<file path="config.mk">
export PLATFORM = sky130hd
export DESIGN_NAME = multicycle_controller_flat
export DESIGN_NICKNAME = d
export VERILOG_FILES = /design/src/rtl/rv_ctrl_pkg.sv /design/src/rtl/multicycle_controller_if.sv /design/src/rtl/ctrl_wait_timer.sv /design/src/rtl/multicycle_controller.sv /design/src/flat_wrapper.sv
export SDC_FILE = /design/constraint.sdc
export NUM_CORES = 1
export LEC_CHECK = 0
export BUFFER_PORTS_ARGS = -buffer_cell sky130_fd_sc_hd__buf_4
export CAP_MARGIN = 20
export CORE_MARGIN = 2
export CORE_UTILIZATION = 39
export CTS_CLUSTER_DIAMETER = 100
export DETAILED_ROUTE_END_ITERATION = 16
export HOLD_SLACK_MARGIN = 0.1
export PLACE_DENSITY_LB_ADDON = 0.3
export SYNTH_ARGS = -nofsm -noshare
export SYNTH_HDL_FRONTEND = slang
export SYNTH_SLANG_ARGS = --single-unit
export TNS_END_PERCENT = 30
</file>
<file path="constraint.sdc">
create_clock -name clk -period 2.8 [get_ports clk]
set_input_delay 0 -clock clk [delete_from_list [all_inputs] [get_ports clk]]
set_output_delay 0 -clock clk [all_outputs]
set_load 0.03 [all_outputs]
</file>
<file path="src/rtl/rv_ctrl_pkg.sv">
// rtl/rv_ctrl_pkg.sv - opcode, state and output encodings for the multi-cycle controller
package rv_ctrl_pkg;

  localparam logic [6:0] OP_R      = 7'b0110011;
  localparam logic [6:0] OP_I      = 7'b0010011;
  localparam logic [6:0] OP_LOAD   = 7'b0000011;
  localparam logic [6:0] OP_STORE  = 7'b0100011;
  localparam logic [6:0] OP_BRANCH = 7'b1100011;
  localparam logic [6:0] OP_JAL    = 7'b1101111;
  localparam logic [6:0] OP_JALR   = 7'b1100111;
  localparam logic [6:0] OP_LUI    = 7'b0110111;
  localparam logic [6:0] OP_AUIPC  = 7'b0010111;

  typedef enum logic [2:0] {
    IDLE, FETCH, DECODE, EXEC, MEM, WB, TRAP
  } ctrlState;

  localparam logic [1:0] PC_PLUS4  = 2'b00;
  localparam logic [1:0] PC_IMM    = 2'b01;
  localparam logic [1:0] PC_RS1IMM = 2'b10;

  localparam logic [1:0] M2R_ALU = 2'b00;
  localparam logic [1:0] M2R_MEM = 2'b01;
  localparam logic [1:0] M2R_PC4 = 2'b10;
  localparam logic [1:0] M2R_IMM = 2'b11;

  localparam logic [1:0] CAUSE_NONE     = 2'b00;
  localparam logic [1:0] CAUSE_ILLEGAL  = 2'b01;
  localparam logic [1:0] CAUSE_FETCH_TO = 2'b10;
  localparam logic [1:0] CAUSE_DATA_TO  = 2'b11;

  function automatic logic isKnownOp(input logic [6:0] op);
    case (op)
      OP_R, OP_I, OP_LOAD, OP_STORE, OP_BRANCH,
      OP_JAL, OP_JALR, OP_LUI, OP_AUIPC: isKnownOp = 1'b1;
      default:                           isKnownOp = 1'b0;
    endcase
  endfunction

endpackage

</file>
<file path="src/rtl/multicycle_controller_if.sv">
// rtl/multicycle_controller_if.sv - decoder/datapath/memory-port signals of the controller
interface multicycle_controller_if;
  logic       go_contr;
  logic [6:0] opcode;
  logic [2:0] func3;
  logic [6:0] func7;
  logic       comparator;
  logic       mem_ready;
  logic       irEn;
  logic       pcEn;
  logic [1:0] pc_select;
  logic       aluSrc;
  logic       regWrite;
  logic [1:0] memToReg;
  logic       isByte;
  logic       isHalf;
  logic       isWord;
  logic       isUnsigned;
  logic       memRead;
  logic       memWrite;
  logic       done;
  logic       trap;
  logic [1:0] trap_cause;

  modport master (
    input  go_contr, opcode, func3, func7, comparator, mem_ready,
    output irEn, pcEn, pc_select, aluSrc, regWrite, memToReg,
           isByte, isHalf, isWord, isUnsigned, memRead, memWrite,
           done, trap, trap_cause
  );

  modport slave (
    output go_contr, opcode, func3, func7, comparator, mem_ready,
    input  irEn, pcEn, pc_select, aluSrc, regWrite, memToReg,
           isByte, isHalf, isWord, isUnsigned, memRead, memWrite,
           done, trap, trap_cause
  );
endinterface

</file>
<file path="src/rtl/ctrl_wait_timer.sv">
// rtl/ctrl_wait_timer.sv - memory wait-state counter; expired marks the last allowed cycle
module ctrl_wait_timer #(
  parameter int LIMIT = 15,
  parameter int CNT_W = 4
) (
  input  logic clk,
  input  logic reset,
  input  logic clr,
  input  logic en,
  output logic expired
);

  logic [CNT_W-1:0] cnt;

  always_ff @(posedge clk or posedge reset) begin
    if (reset)
      cnt <= '0;
    else if (clr)
      cnt <= '0;
    else if (en && !expired)
      cnt <= cnt + 1'b1;
  end

  assign expired = (cnt == CNT_W'(LIMIT - 1));

endmodule

</file>
<file path="src/rtl/multicycle_controller.sv">
// rtl/multicycle_controller.sv - multi-cycle RV32I control FSM with memory handshake and traps
module multicycle_controller
  import rv_ctrl_pkg::*;
#(
  parameter int MEM_WAIT_MAX = 15,
  localparam int CNT_W = $clog2(MEM_WAIT_MAX + 1)
) (
  input logic clk,
  input logic reset,
  multicycle_controller_if.master bus
);

  ctrlState   state, nextState;
  logic [6:0] opReg;
  logic [2:0] f3Reg;
  logic [6:0] unusedFunc7;
  logic [1:0] causeReg, nextCause;
  logic       waitState, timerExpired;

  assign waitState = (state == FETCH) || (state == MEM);

  ctrl_wait_timer #(.LIMIT(MEM_WAIT_MAX), .CNT_W(CNT_W)) u_timer (
    .clk     (clk),
    .reset   (reset),
    .clr     (!waitState),
    .en      (waitState && !bus.mem_ready),
    .expired (timerExpired)
  );

  logic isR, isLoad, isStore, isBranch, isJal, isJalr, isLui;
  assign isR      = (opReg == OP_R);
  assign isLoad   = (opReg == OP_LOAD);
  assign isStore  = (opReg == OP_STORE);
  assign isBranch = (opReg == OP_BRANCH);
  assign isJal    = (opReg == OP_JAL);
  assign isJalr   = (opReg == OP_JALR);
  assign isLui    = (opReg == OP_LUI);

  always_ff @(posedge clk or posedge reset) begin
    if (reset) begin
      state       <= IDLE;
      opReg       <= '0;
      f3Reg       <= '0;
      unusedFunc7 <= '0;
      causeReg    <= CAUSE_NONE;
    end else begin
      state    <= nextState;
      causeReg <= nextCause;
      if (state == DECODE) begin
        opReg       <= bus.opcode;
        f3Reg       <= bus.func3;
        unusedFunc7 <= bus.func7;
      end
    end
  end

  always_comb begin
    nextState      = state;
    nextCause      = causeReg;
    bus.irEn       = 1'b0;
    bus.pcEn       = 1'b0;
    bus.pc_select  = PC_PLUS4;
    bus.aluSrc     = 1'b0;
    bus.regWrite   = 1'b0;
    bus.memToReg   = M2R_ALU;
    bus.isByte     = 1'b0;
    bus.isHalf     = 1'b0;
    bus.isWord     = 1'b0;
    bus.isUnsigned = 1'b0;
    bus.memRead    = 1'b0;
    bus.memWrite   = 1'b0;
    bus.done       = 1'b0;
    bus.trap       = 1'b0;
    bus.trap_cause = CAUSE_NONE;

    case (state)
      IDLE: if (bus.go_contr) nextState = FETCH;
      FETCH: begin
        bus.memRead = 1'b1;
        bus.isWord  = 1'b1;
        if (bus.mem_ready) begin
          bus.irEn  = 1'b1;
          nextState = DECODE;
        end else if (timerExpired) begin
          nextState = TRAP;
          nextCause = CAUSE_FETCH_TO;
        end
      end
      DECODE: begin
        // Classify on the live opcode; it is latched on this same edge.
        if (isKnownOp(bus.opcode)) begin
          nextState = EXEC;
        end else begin
          nextState = TRAP;
          nextCause = CAUSE_ILLEGAL;
        end
      end
      EXEC: begin
        bus.aluSrc = !isR;
        if (isBranch) begin
          bus.pcEn      = 1'b1;
          bus.pc_select = bus.comparator ? PC_IMM : PC_PLUS4;
          bus.done      = 1'b1;
          nextState     = IDLE;
        end else if (isLoad || isStore) begin
          nextState = MEM;
        end else begin
          nextState = WB;
        end
      end
      MEM: begin
        bus.memRead    = isLoad;
        bus.memWrite   = isStore;
        bus.isByte     = (f3Reg[1:0] == 2'b00);
        bus.isHalf     = (f3Reg[1:0] == 2'b01);
        bus.isWord     = f3Reg[1];
        bus.isUnsigned = isLoad && f3Reg[2];
        if (bus.mem_ready) begin
          if (isLoad) begin
            nextState = WB;
          end else begin
            bus.pcEn  = 1'b1;
            bus.done  = 1'b1;
            nextState = IDLE;
          end
        end else if (timerExpired) begin
          nextState = TRAP;
          nextCause = CAUSE_DATA_TO;
        end
      end
      WB: begin
        bus.regWrite = 1'b1;
        bus.pcEn     = 1'b1;
        bus.done     = 1'b1;
        nextState    = IDLE;
        if (isLoad)              bus.memToReg = M2R_MEM;
        else if (isJal || isJalr) bus.memToReg = M2R_PC4;
        else if (isLui)          bus.memToReg = M2R_IMM;
        if (isJal)       bus.pc_select = PC_IMM;
        else if (isJalr) bus.pc_select = PC_RS1IMM;
      end
      TRAP: begin
        bus.trap       = 1'b1;
        bus.trap_cause = causeReg;
        if (!bus.go_contr) nextState = IDLE;
      end
      default: nextState = IDLE;
    endcase
  end

endmodule

</file>
<file path="src/flat_wrapper.sv">
// flat-port wrapper written by rule: the top's interface ports become plain ports
module multicycle_controller_flat import rv_ctrl_pkg::*;
#(
  parameter int MEM_WAIT_MAX = 15,
  localparam int CNT_W = $clog2(MEM_WAIT_MAX + 1)
)
  (clk, reset, bus_go_contr, bus_opcode, bus_func3, bus_func7, bus_comparator, bus_mem_ready, bus_irEn, bus_pcEn, bus_pc_select, bus_aluSrc, bus_regWrite, bus_memToReg, bus_isByte, bus_isHalf, bus_isWord, bus_isUnsigned, bus_memRead, bus_memWrite, bus_done, bus_trap, bus_trap_cause);
  multicycle_controller_if bus_i ();
  input logic clk;
  input logic reset;
  input wire logic [$bits(bus_i.go_contr)-1:0] bus_go_contr;
  input wire logic [$bits(bus_i.opcode)-1:0] bus_opcode;
  input wire logic [$bits(bus_i.func3)-1:0] bus_func3;
  input wire logic [$bits(bus_i.func7)-1:0] bus_func7;
  input wire logic [$bits(bus_i.comparator)-1:0] bus_comparator;
  input wire logic [$bits(bus_i.mem_ready)-1:0] bus_mem_ready;
  output wire logic [$bits(bus_i.irEn)-1:0] bus_irEn;
  output wire logic [$bits(bus_i.pcEn)-1:0] bus_pcEn;
  output wire logic [$bits(bus_i.pc_select)-1:0] bus_pc_select;
  output wire logic [$bits(bus_i.aluSrc)-1:0] bus_aluSrc;
  output wire logic [$bits(bus_i.regWrite)-1:0] bus_regWrite;
  output wire logic [$bits(bus_i.memToReg)-1:0] bus_memToReg;
  output wire logic [$bits(bus_i.isByte)-1:0] bus_isByte;
  output wire logic [$bits(bus_i.isHalf)-1:0] bus_isHalf;
  output wire logic [$bits(bus_i.isWord)-1:0] bus_isWord;
  output wire logic [$bits(bus_i.isUnsigned)-1:0] bus_isUnsigned;
  output wire logic [$bits(bus_i.memRead)-1:0] bus_memRead;
  output wire logic [$bits(bus_i.memWrite)-1:0] bus_memWrite;
  output wire logic [$bits(bus_i.done)-1:0] bus_done;
  output wire logic [$bits(bus_i.trap)-1:0] bus_trap;
  output wire logic [$bits(bus_i.trap_cause)-1:0] bus_trap_cause;
  assign bus_i.go_contr = bus_go_contr;
  assign bus_i.opcode = bus_opcode;
  assign bus_i.func3 = bus_func3;
  assign bus_i.func7 = bus_func7;
  assign bus_i.comparator = bus_comparator;
  assign bus_i.mem_ready = bus_mem_ready;
  assign bus_irEn = bus_i.irEn;
  assign bus_pcEn = bus_i.pcEn;
  assign bus_pc_select = bus_i.pc_select;
  assign bus_aluSrc = bus_i.aluSrc;
  assign bus_regWrite = bus_i.regWrite;
  assign bus_memToReg = bus_i.memToReg;
  assign bus_isByte = bus_i.isByte;
  assign bus_isHalf = bus_i.isHalf;
  assign bus_isWord = bus_i.isWord;
  assign bus_isUnsigned = bus_i.isUnsigned;
  assign bus_memRead = bus_i.memRead;
  assign bus_memWrite = bus_i.memWrite;
  assign bus_done = bus_i.done;
  assign bus_trap = bus_i.trap;
  assign bus_trap_cause = bus_i.trap_cause;
  multicycle_controller #(.MEM_WAIT_MAX(MEM_WAIT_MAX)) u_core (.clk(clk), .reset(reset), .bus(bus_i));
endmodule
</file>
**Yosys cells after proc, flatten, opt, wreduce, memory -nomap -nowiden**

Index checks and enable logic that the tools add are counted.

- Register bits after elaboration: 19
- Bits of input ports: 22
- Output and inout bits: 18
- Word-level logic and storage cells: 98

- Add/subtract/negate cells: 1
- Equality and inequality tests: 32
- Multiplexer cells: 45
- Reductions and logical operators: 15

Operators with widths:

| operator | count |
|---|---|
| equality test 7 x 6 -> 1 bit, second input constant | 6 |
| equality test 7 bit, second input constant | 6 |
| two-way mux 2 bit | 13 |
| two-way mux 3 bit | 8 |
| case mux 3 bit (6 select lines) | 1 |
| two-way mux 1 bit | 16 |
| != test 2 bit, second input constant | 8 |
| equality test 7 x 2 -> 1 bit, second input constant | 2 |
| equality test 7 x 5 -> 1 bit, second input constant | 2 |
| equality test 3 bit, second input constant | 3 |
| OR reduction 9 bit | 1 |
| two-way mux 4 bit | 2 |
| equality test 3 x 2 -> 1 bit, second input constant | 2 |
| case mux 2 bit (3 select lines) | 1 |
| AND reduction 6 bit | 1 |
| adder 4 x 1 -> 4 bit, second input constant | 1 |
| equality test 4 bit, second input constant | 1 |
| case mux 1 bit (2 select lines) | 2 |
| case mux 2 bit (2 select lines) | 1 |
| equality test 3 x 1 -> 1 bit, second input constant | 1 |
| logical AND 1 bit | 3 |
| zero test 1 bit | 3 |
| zero test 3 bit | 1 |
| logical OR 1 bit | 3 |
| other kinds (5) | 5 |

**Depth between registers and ports, before layout**

Gate-level depths: netlist of run 1.

- Depth in word-level cells: 6
- Depth in mapped cells: 6
- Gate-level depth less buffers: 6

**Hierarchy**

A second synthesis of run 1 with hierarchy kept.

- Cells, all modules: 165
- Area, all modules: 1320.0 um^2

Modules (own cells, without submodules):

| module | times used | cells each | area an instance (um^2) | sequential area each (um^2) |
|---|---|---|---|---|
| multicycle_controller | 1 | 142 | 1104.8 | 375.4 |
| ctrl_wait_timer | 1 | 23 | 215.2 | 100.1 |

**Least setup slack after synthesis of run 1**

No wires, ideal clock.

- Path type: register -> output
- Start: register u_core.state[2]
- End: output bus_memToReg[1]
- Arrival time: 1926 ps
- Data required time: 2800 ps
- Path slack: 874 ps
- Cell stages (with the launch flop): 5
- Path buffers: 1
- Path through: dfrtp_1 clkbuf_1 and3b_1 nand4_1 nor3b_1

- Longest elaborated chain between the ends: 2

RTL lines:

| what | RTL line | source |
|---|---|---|
| start: declaration | multicycle_controller.sv:13 | `ctrlState state, nextState;` |
| start signal: assignment | multicycle_controller.sv:47 | `state <= nextState;` |
| equality test 3 bit | multicycle_controller.sv:76 | `case (state)` |
| two-way mux 2 bit | multicycle_controller.sv:76 |  |
| end: declaration | flat_wrapper.sv:22 | `output wire logic [$bits(bus_i.memToReg)-1:0] bus_memToReg;` |

No other way between the ends.

**Worst setup path after layout of run 1**

- Start: register u_core.opReg[5]
- End: register u_core.state[0]

- Longest elaborated chain between the ends: 5
- Elaborated cells on any way between the ends: 9
- Those cells by class: eq/ne: 3; mux: 5; reduce/logical: 1

RTL lines:

| what | RTL line | source |
|---|---|---|
| start: declaration | multicycle_controller.sv:14 | `logic [6:0] opReg;` |
| start signal: assignment | multicycle_controller.sv:50 | `opReg <= bus.opcode;` |
| equality test 7 x 2 -> 1 bit or equality test 7 x 6 -> 1 bit (tied branches) | multicycle_controller.sv:32, multicycle_controller.sv:33 |  |
| logical OR 1 bit | multicycle_controller.sv:105 | `end else if (isLoad \|\| isStore) begin` |
| two-way mux 1 bit | multicycle_controller.sv:105 |  |
| two-way mux 3 bit | multicycle_controller.sv:100 | `if (isBranch) begin` |
| case mux 3 bit (6 select lines) (*) | multicycle_controller.sv:76 |  |

Mark *: on every way between the ends. The rest lies on a longest branch, timed or not.
A chain may end at the register's enable or synchronous reset.

==> results of run 1 <==
## stage by stage
| step | hold slack [ns] | total power, W | instances | setup slack [ns] | utilization (%) |
|---|---|---|---|---|---|
| 2_1_floorplan | -0.04887 | 0.001006 | 141 | 0.8744 | - |
| 3_3_place_gp | 0.1622 | 0.001142 | 199 | 1.023 | 48.83 |
| 3_5_place_dp | 0.1832 | 0.001168 | 199 | 1.007 | 48.83 |
| 4_1_cts | 0.1292 | 0.001337 | 216 | 0.4766 | 54.04 |
| 5_1_grt | 0.1398 | 0.001456 | 216 | 0.3724 | 54.04 |
| 6_report | 0.1327 | 0.001337 | 216 | 0.4734 | 54.04 |
## registers in the layout (all words and copies together) (netlist names)
| name | count |
|---|---|
| u_core.opReg | 7 |
| u_core.state | 3 |
| u_core.causeReg | 2 |
| u_core.f3Reg | 3 |
| u_core.u_timer.cnt | 4 |
## worst min-delay path, delay by kind of cell
kind	cells	cell delay (ns)
compound gates	2	0.27
buf+inv	1	0.12
## synthesized netlist by cell type (all sizes together) (3+ instances only)
master | n | share of area [%]
a21oi | 6 | 2.5
buf | 3 | 1.9
clkbuf | 5 | 1.5
dfrtp | 19 | 39
inv | 8 | 2.5
mux2 | 7 | 6.5
nand2 | 13 | 4.0
nand2b | 7 | 3.6
nand3 | 5 | 2.1
nand4 | 3 | 1.5
nor2 | 16 | 4.9
nor2b | 3 | 1.5
nor3 | 4 | 1.6
o21ai | 6 | 2.5
## power groups by stage
stage | Sequential [W] | Combinational (W) | Clock (W)
floorplan | 0.000457 | 0.000549 | 0
global placement | 0.000548 | 0.000594 | 0
detailed placement | 0.000558 | 0.000610 | 0
CTS | 0.000552 | 0.000642 | 0.000142
global route | 0.000583 | 0.000710 | 0.000163
finish | 0.000557 | 0.000638 | 0.000142
## what timing repair did
action	in CTS	in global routing
hold buffers	13	0
setup buffers	0	0
setup endpoints to repair	0	0
hold endpoints to repair	30	0
## cells by family (layout without fill, tap and decap cells)
kind of cell | count (synthesis) | count (layout)
flops | 19 | 19
mux | 8 | 8
compound gates | 26 | 26
buf+inv | 16 | 58
xor+xnor | 3 | 3
simple gates | 67 | 67
fa+ha+maj | 2 | 2
## path summary, 6_finish.rpt
| path | cells past startpoint | startpoint | slack [ns] | to |
|---|---|---|---|---|
| max in group asynchronous | 3 | reset | 1.96 | u_core.opReg[0] |
| hold reg to reg | 1 | u_core.causeReg[1] | 0.50 | u_core.causeReg[1] |
| setup / recovery | 5 | u_core.opReg[5] | 0.47 | u_core.state[0] |
| min in group asynchronous | 3 | reset | 0.37 | u_core.f3Reg[1] |
| setup reg to reg | 5 | u_core.opReg[5] | 0.47 | u_core.state[0] |
| hold / removal | 3 | bus_mem_ready | 0.13 | u_core.state[1] |
## final cells by class
cell class                      count  area (um^2)  area share, %
Inverter                            8        30.03          1.850
Tap cell                           33        41.29          2.544
Clock buffer                        4        26.28          1.619
Timing Repair Buffer               46        377.9          23.28
Multi-Input combinational cell    106        671.9          41.40
Sequential cell                    19        475.5          29.30
## metal layers
layer	share of wire [%]	GRT usage, %	vias to the layer above
met5	0	0	-
met4	1.3	5.714	0
met3	3.7	2.597	4
met2	48	27.48	29
met1	47	24.86	551
li1	-	-	579
==> impl_metrics.py, run 1 <==
metrics = {
    "yosys": {
        "syn_nets": 165,
        "synth_edf_count": 0,
        "synth_xor_area_share_pct": 2.154,
        "muxShareOfSynthArea_pct": 7.282,
        "synthArstFlopShare_pct": 100.0,
        "synthesis.area_um2": 1220,
        "yosys.area_share.adder_pct": 2.051,
        "ys.warnings.count": 0,
        "synth-compound-area-share_pct": 14.36,
        "synth_top_family_by_area": "simple AND/OR/NAND/NOR gates",
        "syn_area_per_cell_um2": 8.652,
        "seq_area_frac_synth_pct": 38.97,
        "ys_ff_latch": 19,
        "ys.flop_type": "dfrtp_1",
        "synth_cells": 141,
        "synth_cell_type_count": 45,
        "synthSimpleGateAreaFrac_pct": 29.23,
    },
    "critical_path": {
        "critPathMaxStageDelay_ns": 0.56,
        "crit_path_cell_trace": "or3_1 > or4_4 > o21a_1 > a211oi_2 > dlygate4sd3_1",
        "critical_path.top_delay_family": "simple AND/OR/NAND/NOR gates",
        "critPathKind": "reg -> reg",
        "start_kind": "flop",
        "worstPathMaxFanout": 9,
        "critPathBufInv": 1,
        "cp_slowest_cell": "dlygate4sd3_1",
        "cp.arrival_ns": 2.57,
        "critPathRequiredTime_ns": 3.04,
        "end_kind": "flop",
    },
    "power_and_ir_drop": {
        "pwr-share-seq_pct": 41.7,
        "p_sw_w": 0.0006012,
        "p_leak_nw": 0.7479,
        "swShare_pct": 44.95,
        "peakVddDrop_mv": 0.3998,
        "power_frac_clock_pct": 10.6,
        "share_comb_of_total_power_pct": 47.7,
        "intPower_w": 0.0007362,
        "p_per_area_nw_per_um2": 824.1,
    },
    "detailed_routing": {
        "drt-wirelength-per-cell_um": 13.51,
        "wl_mm": 2.918,
        "viasPerCell": 5.384,
        "drc": 0,
        "drtIter0Drc": 30,
        "ant_nets": 0,
        "via_count": 1163,
        "drtPass1Iterations": 4,
    },
    "cts": {
        "clk_latency_ns": 0.30,
        "root_buffer": "clkbuf_4",
        "cts_buffers": 3,
        "cts.sinks": 19,
        "cts_tree": "done",
        "cts_resized": 0,
        "h-tree-depth": 1,
        "clkTransAtPathRegs_ns": 0.11,
        "clockBufferDepth": 2,
    },
    "timing": {
        "setup-tns-final_ns": 0,
        "worstMarginPinSlew_ns": 0.7374,
        "min_period_ns": 2.327,
        "skew_ns": 0.01007,
        "hold_violations": 0,
        "post-route-period-util_pct": 83.09,
        "rsz0062_at_grt": "false",
        "setup-violations-final": 0,
        "fmax_mhz": 429.8,
        "finalMaxSlewViolations": 0,
        "slew_headroom_pct": 50.78,
    },
    "grt": {
        "antenna_found_initial": 0,
        "grt_pass1_wl_mm": 4.726,
        "grtUsageTotal_pct": 17.55,
        "grt_pass1_vias": 1064,
        "grt_overflow": 0,
        "grt_max_degree": 20,
    },
    "cells_and_area": {
        "final_layout_size_suffix_gt1_share_pct": 23.50,
        "nFillCells": 289,
        "final_cell_mix": "buf_4 (33), dfrtp_1 (19), nor2_1 (16), nand2_1 (13), dlygate4sd3_1 (13)",
        "design.final.nets": 208,
        "final_area_um2": 1623,
        "area_growth_pct": 33.03,
        "num_antenna_cells": 0,
        "layout_commonest_cell": "buf_4",
    },
    "placement": {
        "port_buffers": 32,
        "dpl_cell_area_um2": 1466,
        "place.gp.congestion": 0.7696,
        "hpwl_mm": 2.124,
    },
    "die": {
        "start_util_pct": 40.63,
        "rows": 20,
        "die_area_um2": 3592,
        "dieWidth_um": 59.93,
        "die_h_um": 59.93,
        "ios": 40,
        "core_area_um2": 3003,
    },
    "flow_run": {
        "cap_violations": 0,
    },
    "min_path": {
        "hold_class": "in -> reg",
    },
    "run_status": {
        "status": "finished clean",
    },
}
(Power assumes the default switching activity.)
==> run 2: changes to the inputs <==
==> constraint.sdc (replaced) <==
create_clock -name clk -period 2.1 [get_ports clk]
set_input_delay 0 -clock clk [delete_from_list [all_inputs] [get_ports clk]]
set_output_delay 0 -clock clk [all_outputs]
set_load 0.03 [all_outputs]
==> run 2 against run 1 <==
Count of clock-buffer cells in the layout decreased by 1. Routed wire length is 8.4% higher. Worst setup slack lost 0.39 ns. Sequential share of layout area shrank 0.79 points. Power increased by 38%. Global-route usage rose by 2.3 points. Utilization up 1.5 points.
==> impl_metrics.py, run 2 (synthesis results as in run 1) <==
metrics = {
    "power_and_ir_drop": {
        "swShare_pct": 45.39,
        "p_leak_nw": 0.7806,
        "p_sw_w": 0.0008385,
        "pwr-share-seq_pct": 37.9,
        "peakVddDrop_mv": 0.5299,
        "power_frac_clock_pct": 10.3,
        "intPower_w": 0.001009,
        "p_per_area_nw_per_um2": 1108,
        "share_comb_of_total_power_pct": 51.7,
        "power_w": 0.001848,
    },
    "grt": {
        "grt_overflow": 0,
        "grtUsageTotal_pct": 19.81,
        "grt_pass1_vias": 1137,
        "grt_pass1_wl_mm": 5.333,
        "antenna_found_initial": 0,
        "grt_max_degree": 20,
    },
    "timing": {
        "setup-tns-final_ns": 0,
        "finalMaxSlewViolations": 0,
        "rsz0062_at_grt": "false",
        "post-route-period-util_pct": 95.87,
        "worstMarginPinSlew_ns": 0.7437,
        "slew_headroom_pct": 50.37,
        "setup_slack_ns": 0.08681,
        "setup-violations-final": 0,
        "hold_violations": 0,
        "min_period_ns": 2.013,
        "skew_ns": 0.01201,
        "fmax_mhz": 496.7,
    },
    "critical_path": {
        "critPathKind": "reg -> out",
        "cp_slowest_cell": "or4_4",
        "r2r-end": "u_core.state[0]",
        "critical_path.top_delay_family": "simple AND/OR/NAND/NOR gates",
        "cp.depth": 4,
        "critPathMaxStageDelay_ns": 0.44,
        "r2r_slack_ns": 0.40,
        "end_kind": "output pin",
        "crit_start": "u_core.opReg[2]",
        "worstSetupEndpoint": "bus_done",
        "critPathBufInv": 1,
        "reg2reg_depth": 4,
        "rr_startpoint": "u_core.opReg[2]",
        "start_kind": "flop",
        "worstPathMaxFanout": 3,
        "crit_path_cell_trace": "or3_1 > or4_4 > a32o_1 > buf_4",
        "cp.arrival_ns": 2.01,
        "critPathRequiredTime_ns": 2.10,
    },
    "die": {
        "die_h_um": 59.93,
        "start_util_pct": 40.63,
        "ios": 40,
        "rows": 20,
        "core_area_um2": 3003,
        "die_area_um2": 3592,
        "dieWidth_um": 59.93,
    },
    "run_status": {
        "status": "finished clean",
    },
    "min_path": {
        "hold_class": "in -> async",
    },
    "cells_and_area": {
        "area_growth_pct": 36.72,
        "nFillCells": 277,
        "num_antenna_cells": 0,
        "layout_commonest_cell": "buf_4",
        "largest_reg_flops": 7,
        "top_regs": "u_core.opReg x7, u_core.u_timer.cnt x4",
        "final_cell_mix": "buf_4 (37), dfrtp_1 (19), nor2_1 (16), nand2_1 (13), dlygate4sd3_1 (13)",
        "top_register": "u_core.opReg",
        "design.final.nets": 212,
        "final_area_um2": 1668,
        "final_layout_size_suffix_gt1_share_pct": 26.74,
    },
    "cts": {
        "clkTransAtPathRegs_ns": 0.12,
        "h-tree-depth": 1,
        "clockBufferDepth": 2,
        "root_buffer": "clkbuf_4",
        "cts.sinks": 19,
        "clk_latency_ns": 0.30,
        "cts_tree": "done",
        "cts_buffers": 3,
    },
    "placement": {
        "place.gp.congestion": 0.7472,
        "port_buffers": 32,
        "hpwl_mm": 2.194,
        "dpl_cell_area_um2": 1489,
        "dpl_worst_slack_ns": 0.3376,
    },
    "detailed_routing": {
        "via_count": 1178,
        "wl_mm": 3.162,
        "ant_nets": 0,
        "drtPass1Iterations": 4,
        "drtIter0Drc": 44,
        "drt-wirelength-per-cell_um": 14.37,
        "viasPerCell": 5.355,
        "drc": 0,
    },
    "flow_run": {
        "cap_violations": 0,
    },
}
## run 2: timing repair
| action | in CTS | in global routing |
|---|---|---|
| endpoints found under the hold margin | 31 | 0 |
| hold buffers | 13 | 0 |
| resized for setup | 0 | 3 |
| endpoints found under the setup margin | 1 | 4 |
| setup buffers | 1 | 0 |
## run 2: power by group through the flow
stage / Sequential, W / Clock (W) / Combinational (W)
3_3_place_gp: 0.000692 / 0 / 0.000868
5_1_grt: 0.000723 / 0.000209 / 0.00106
6_report: 0.000701 / 0.000191 / 0.000956
2_1_floorplan: 0.000609 / 0 / 0.000732
3_5_place_dp: 0.000706 / 0 / 0.000895
4_1_cts: 0.000690 / 0.000198 / 0.000944
## run 2: worst register-to-register path, cell delays in order (launching register included)
cell      delay (ns)
dfrtp_1         0.41
or3_1           0.39
or4_4           0.44
o21a_1          0.21
a211oi_2        0.18
## run 2: through the flow
| stage | utilization (%) | instances | hold WS, ns |
|---|---|---|---|
| after floorplan | - | 141 | -0.04887 |
| after global routing | 55.54 | 220 | 0.4160 |
| after detailed placement | 49.58 | 202 | 0.1861 |
| final | 55.54 | 220 | 0.3715 |
| after global placement | 49.58 | 202 | 0.1613 |
| after CTS | 55.08 | 220 | 0.3878 |
## run 2: layout make-up
class | instances | area [um^2] | area share (%)
Multi-Input combinational cell | 106 | 685.7 | 41.11
Sequential cell | 19 | 475.5 | 28.51
Timing Repair Buffer | 50 | 407.9 | 24.46
Tap cell | 33 | 41.29 | 2.476
Inverter | 8 | 30.03 | 1.800
Clock buffer | 3 | 22.52 | 1.350
Clock inverter | 1 | 5.005 | 0.3001
## run 2: worst min-delay path by stage
stage	from	to	depth (start not counted)
after floorplan	reset	u_core.causeReg[0]	1
after global placement	reset	u_core.causeReg[1]	2
after detailed placement	reset	u_core.u_timer.cnt[1]	2
after CTS	bus_comparator	bus_pc_select[0]	4
after global routing	bus_comparator	bus_pc_select[0]	4
final	reset	u_core.f3Reg[0]	3
## run 2: metal layers
layer  GRT usage, %  share of wire [%]  routed length [um]  vias up
met5              0                  0                   0        -
met4          6.984                1.1                  34        0
met3          2.597                2.5                  80        4
met2          31.68                 49                1552       27
met1          27.41                 47                1495      563
li1               -                  -                   -      584
==> run 3: changes to the inputs <==
--- a/config.mk
+++ b/config.mk
@@ -9,6 +9,7 @@
 export CAP_MARGIN = 20
 export CORE_MARGIN = 2
 export CORE_UTILIZATION = 39
+export CTS_BUF_LIST = sky130_fd_sc_hd__clkbuf_16
 export CTS_CLUSTER_DIAMETER = 100
 export DETAILED_ROUTE_END_ITERATION = 16
 export HOLD_SLACK_MARGIN = 0.1
==> run 3 against run 2 <==
Sequential power increased by 1%. Critical path type unchanged. Worst hold slack worse by 0.23 ns. Routed wire length fell by 2.7%. Utilization rose by 1.0 points. Critical endpoint unchanged. Die area unchanged. Power grew 9.5%. Count of clock-buffer cells in the layout unchanged. First-iteration DRC count decreased by 4.5%. Worst setup slack gained 0.012 ns. Sequential cell count stayed put. Highest routed layer unchanged. Largest power group unchanged.
==> impl_metrics.py, run 3 (synthesis results as in run 1) <==
metrics = {
    "run_status": {
        "status": "finished clean",
    },
    "timing": {
        "hold_violations": 0,
        "setup-tns-final_ns": 0,
        "skew_ns": 0.005706,
        "finalMaxSlewViolations": 0,
        "slew_headroom_pct": 50.81,
        "min_period_ns": 2.001,
        "fmax_mhz": 499.8,
        "rsz0062_at_grt": "false",
        "post-route-period-util_pct": 95.28,
        "setup-violations-final": 0,
        "worstMarginPinSlew_ns": 0.7370,
    },
    "power_and_ir_drop": {
        "power_frac_clock_pct": 19.5,
        "peakVddDrop_mv": 0.6407,
        "p_sw_w": 0.0008450,
        "share_comb_of_total_power_pct": 45.5,
        "p_leak_nw": 0.7932,
        "pwr-share-seq_pct": 35.0,
        "intPower_w": 0.001179,
        "swShare_pct": 41.76,
        "p_per_area_nw_per_um2": 1192,
    },
    "detailed_routing": {
        "drt-wirelength-per-cell_um": 14.11,
        "ant_nets": 0,
        "drtIter0Drc": 42,
        "viasPerCell": 5.486,
        "via_count": 1196,
        "drtPass1Iterations": 4,
        "drc": 0,
        "wl_mm": 3.077,
    },
    "min_path": {
        "min_delay_path_depth": 4,
        "min_from": "bus_mem_ready",
        "hold_class": "in -> reg",
        "worstHoldEndpoint": "u_core.state[0]",
    },
    "critical_path": {
        "cp.arrival_ns": 2.00,
        "critPathKind": "reg -> out",
        "start_kind": "flop",
        "rr_startpoint": "u_core.opReg[2]",
        "worstPathMaxFanout": 6,
        "end_kind": "output pin",
        "reg2reg_depth": 4,
        "critPathRequiredTime_ns": 2.10,
        "r2r_slack_ns": 0.35,
        "r2r-end": "u_core.state[0]",
    },
    "cells_and_area": {
        "largest_reg_flops": 7,
        "finalCoreUtilization_pct": 56.54,
        "area_growth_pct": 39.18,
        "final_layout_size_suffix_gt1_share_pct": 26.49,
        "top_regs": "u_core.opReg x7, u_core.u_timer.cnt x4",
        "num_antenna_cells": 0,
        "final_cell_mix": "buf_4 (36), dfrtp_1 (18), nor2_1 (16), nand2_1 (13), dlygate4sd3_1 (12)",
        "top_register": "u_core.opReg",
        "design.final.nets": 210,
        "layout_commonest_cell": "buf_4",
    },
    "die": {
        "ios": 40,
        "core_area_um2": 3003,
        "die_area_um2": 3592,
        "die_h_um": 59.93,
        "rows": 20,
        "dieWidth_um": 59.93,
        "start_util_pct": 40.63,
    },
    "cts": {
        "cts_buffers": 3,
        "clk_latency_ns": 0.25,
        "h-tree-depth": 1,
        "clkTransAtPathRegs_ns": 0.06,
        "cts.sinks": 19,
        "clockBufferDepth": 2,
        "cts_tree": "done",
        "root_buffer": "clkbuf_16",
    },
    "grt": {
        "grt_overflow": 0,
        "grtUsageTotal_pct": 19.36,
        "grt_busiest_layer": "met2",
        "antenna_found_initial": 0,
        "grt_pass1_vias": 1147,
        "grt_max_degree": 20,
        "met1_usage_pct": 25.92,
        "grtUsageMet2_pct": 31.37,
        "grt_pass1_wl_mm": 5.188,
        "grt_use_met3_pct": 3.247,
    },
    "placement": {
        "hpwl_mm": 2.194,
        "port_buffers": 32,
        "place.gp.congestion": 0.7472,
    },
    "flow_run": {
        "cap_violations": 0,
    },
}
## run 3: changes by cell type in the layout (fill, tap and decap cells not counted)
cell,before,now
dfrtp_1,19,18
clkbuf_16,0,3
buf_4,37,36
dlygate4sd3_1,13,12
dfrtp_2,0,1
nor4bb_2,1,0
nor4bb_1,0,1
clkbuf_4,3,0
## run 3: area by class of cell
| cell class | instances | area, um^2 |
|---|---|---|
| clock buffer | 3 | 75.07 |
| sequential | 19 | 476.7 |
| clock inverter | 1 | 5.005 |
| fill | 271 | 1305 |
| inverter | 8 | 30.03 |
| timing repair buffer | 48 | 390.4 |
| multi-input combinational | 106 | 679.4 |
| tap | 33 | 41.29 |
## run 3: worst max-delay path by stage
stage	start	endpoint	slack, ns
2_1_floorplan	u_core.state[2]	bus_memToReg[1]	0.17
3_3_place_gp	u_core.opReg[2]	bus_isUnsigned	0.35
3_5_place_dp	u_core.opReg[2]	bus_isUnsigned	0.34
4_1_cts	u_core.opReg[2]	bus_isUnsigned	0.06
5_1_grt	u_core.opReg[2]	bus_isUnsigned	0.03
6_report	u_core.opReg[2]	bus_done	0.1
## run 3: layer usage
layer | vias to the layer above | part of all wire [%]
met1 | 576 | 47
met3 | 2 | 4.8
met5 | - | 0
met4 | 0 | 0.94
li1 | 583 | -
met2 | 35 | 48
## run 3: repair_timing
item	in CTS	in global routing
setup endpoints to repair	0	2
hold buffers	12	0
endpoints found under the hold margin	30	0
setup buffers	0	0
resized for setup	0	3
## run 3: metrics by stage
step           hold slack, ns  setup WS [ns]  std cells  total power (W)  instance area (um^2)
2_1_floorplan        -0.04887         0.1744        141         0.001341                  1220
3_3_place_gp           0.1613         0.3501        202         0.001560                  1489
3_5_place_dp           0.1861         0.3376        202         0.001602                  1489
4_1_cts                0.1362        0.05554        218         0.002020                  1689
5_1_grt                0.1465        0.02909        218         0.002170                  1698
6_report               0.1383        0.09922        218         0.002024                  1698
## run 3: critical path, stage by stage (launching register included)
cell	delay, ns
dfrtp_2	0.44
or3_1	0.40
or4_4	0.45
a32o_1	0.29
buf_4	0.17
## run 3: power groups by stage
stage	clock network (W)	logic (W)	registers, W
after CTS	0.000399	0.000921	0.000700
after detailed placement	0	0.000895	0.000706
after global routing	0.000411	0.00102	0.000734
final	0.000394	0.000921	0.000708
after floorplan	0	0.000732	0.000609
after global placement	0	0.000868	0.000692
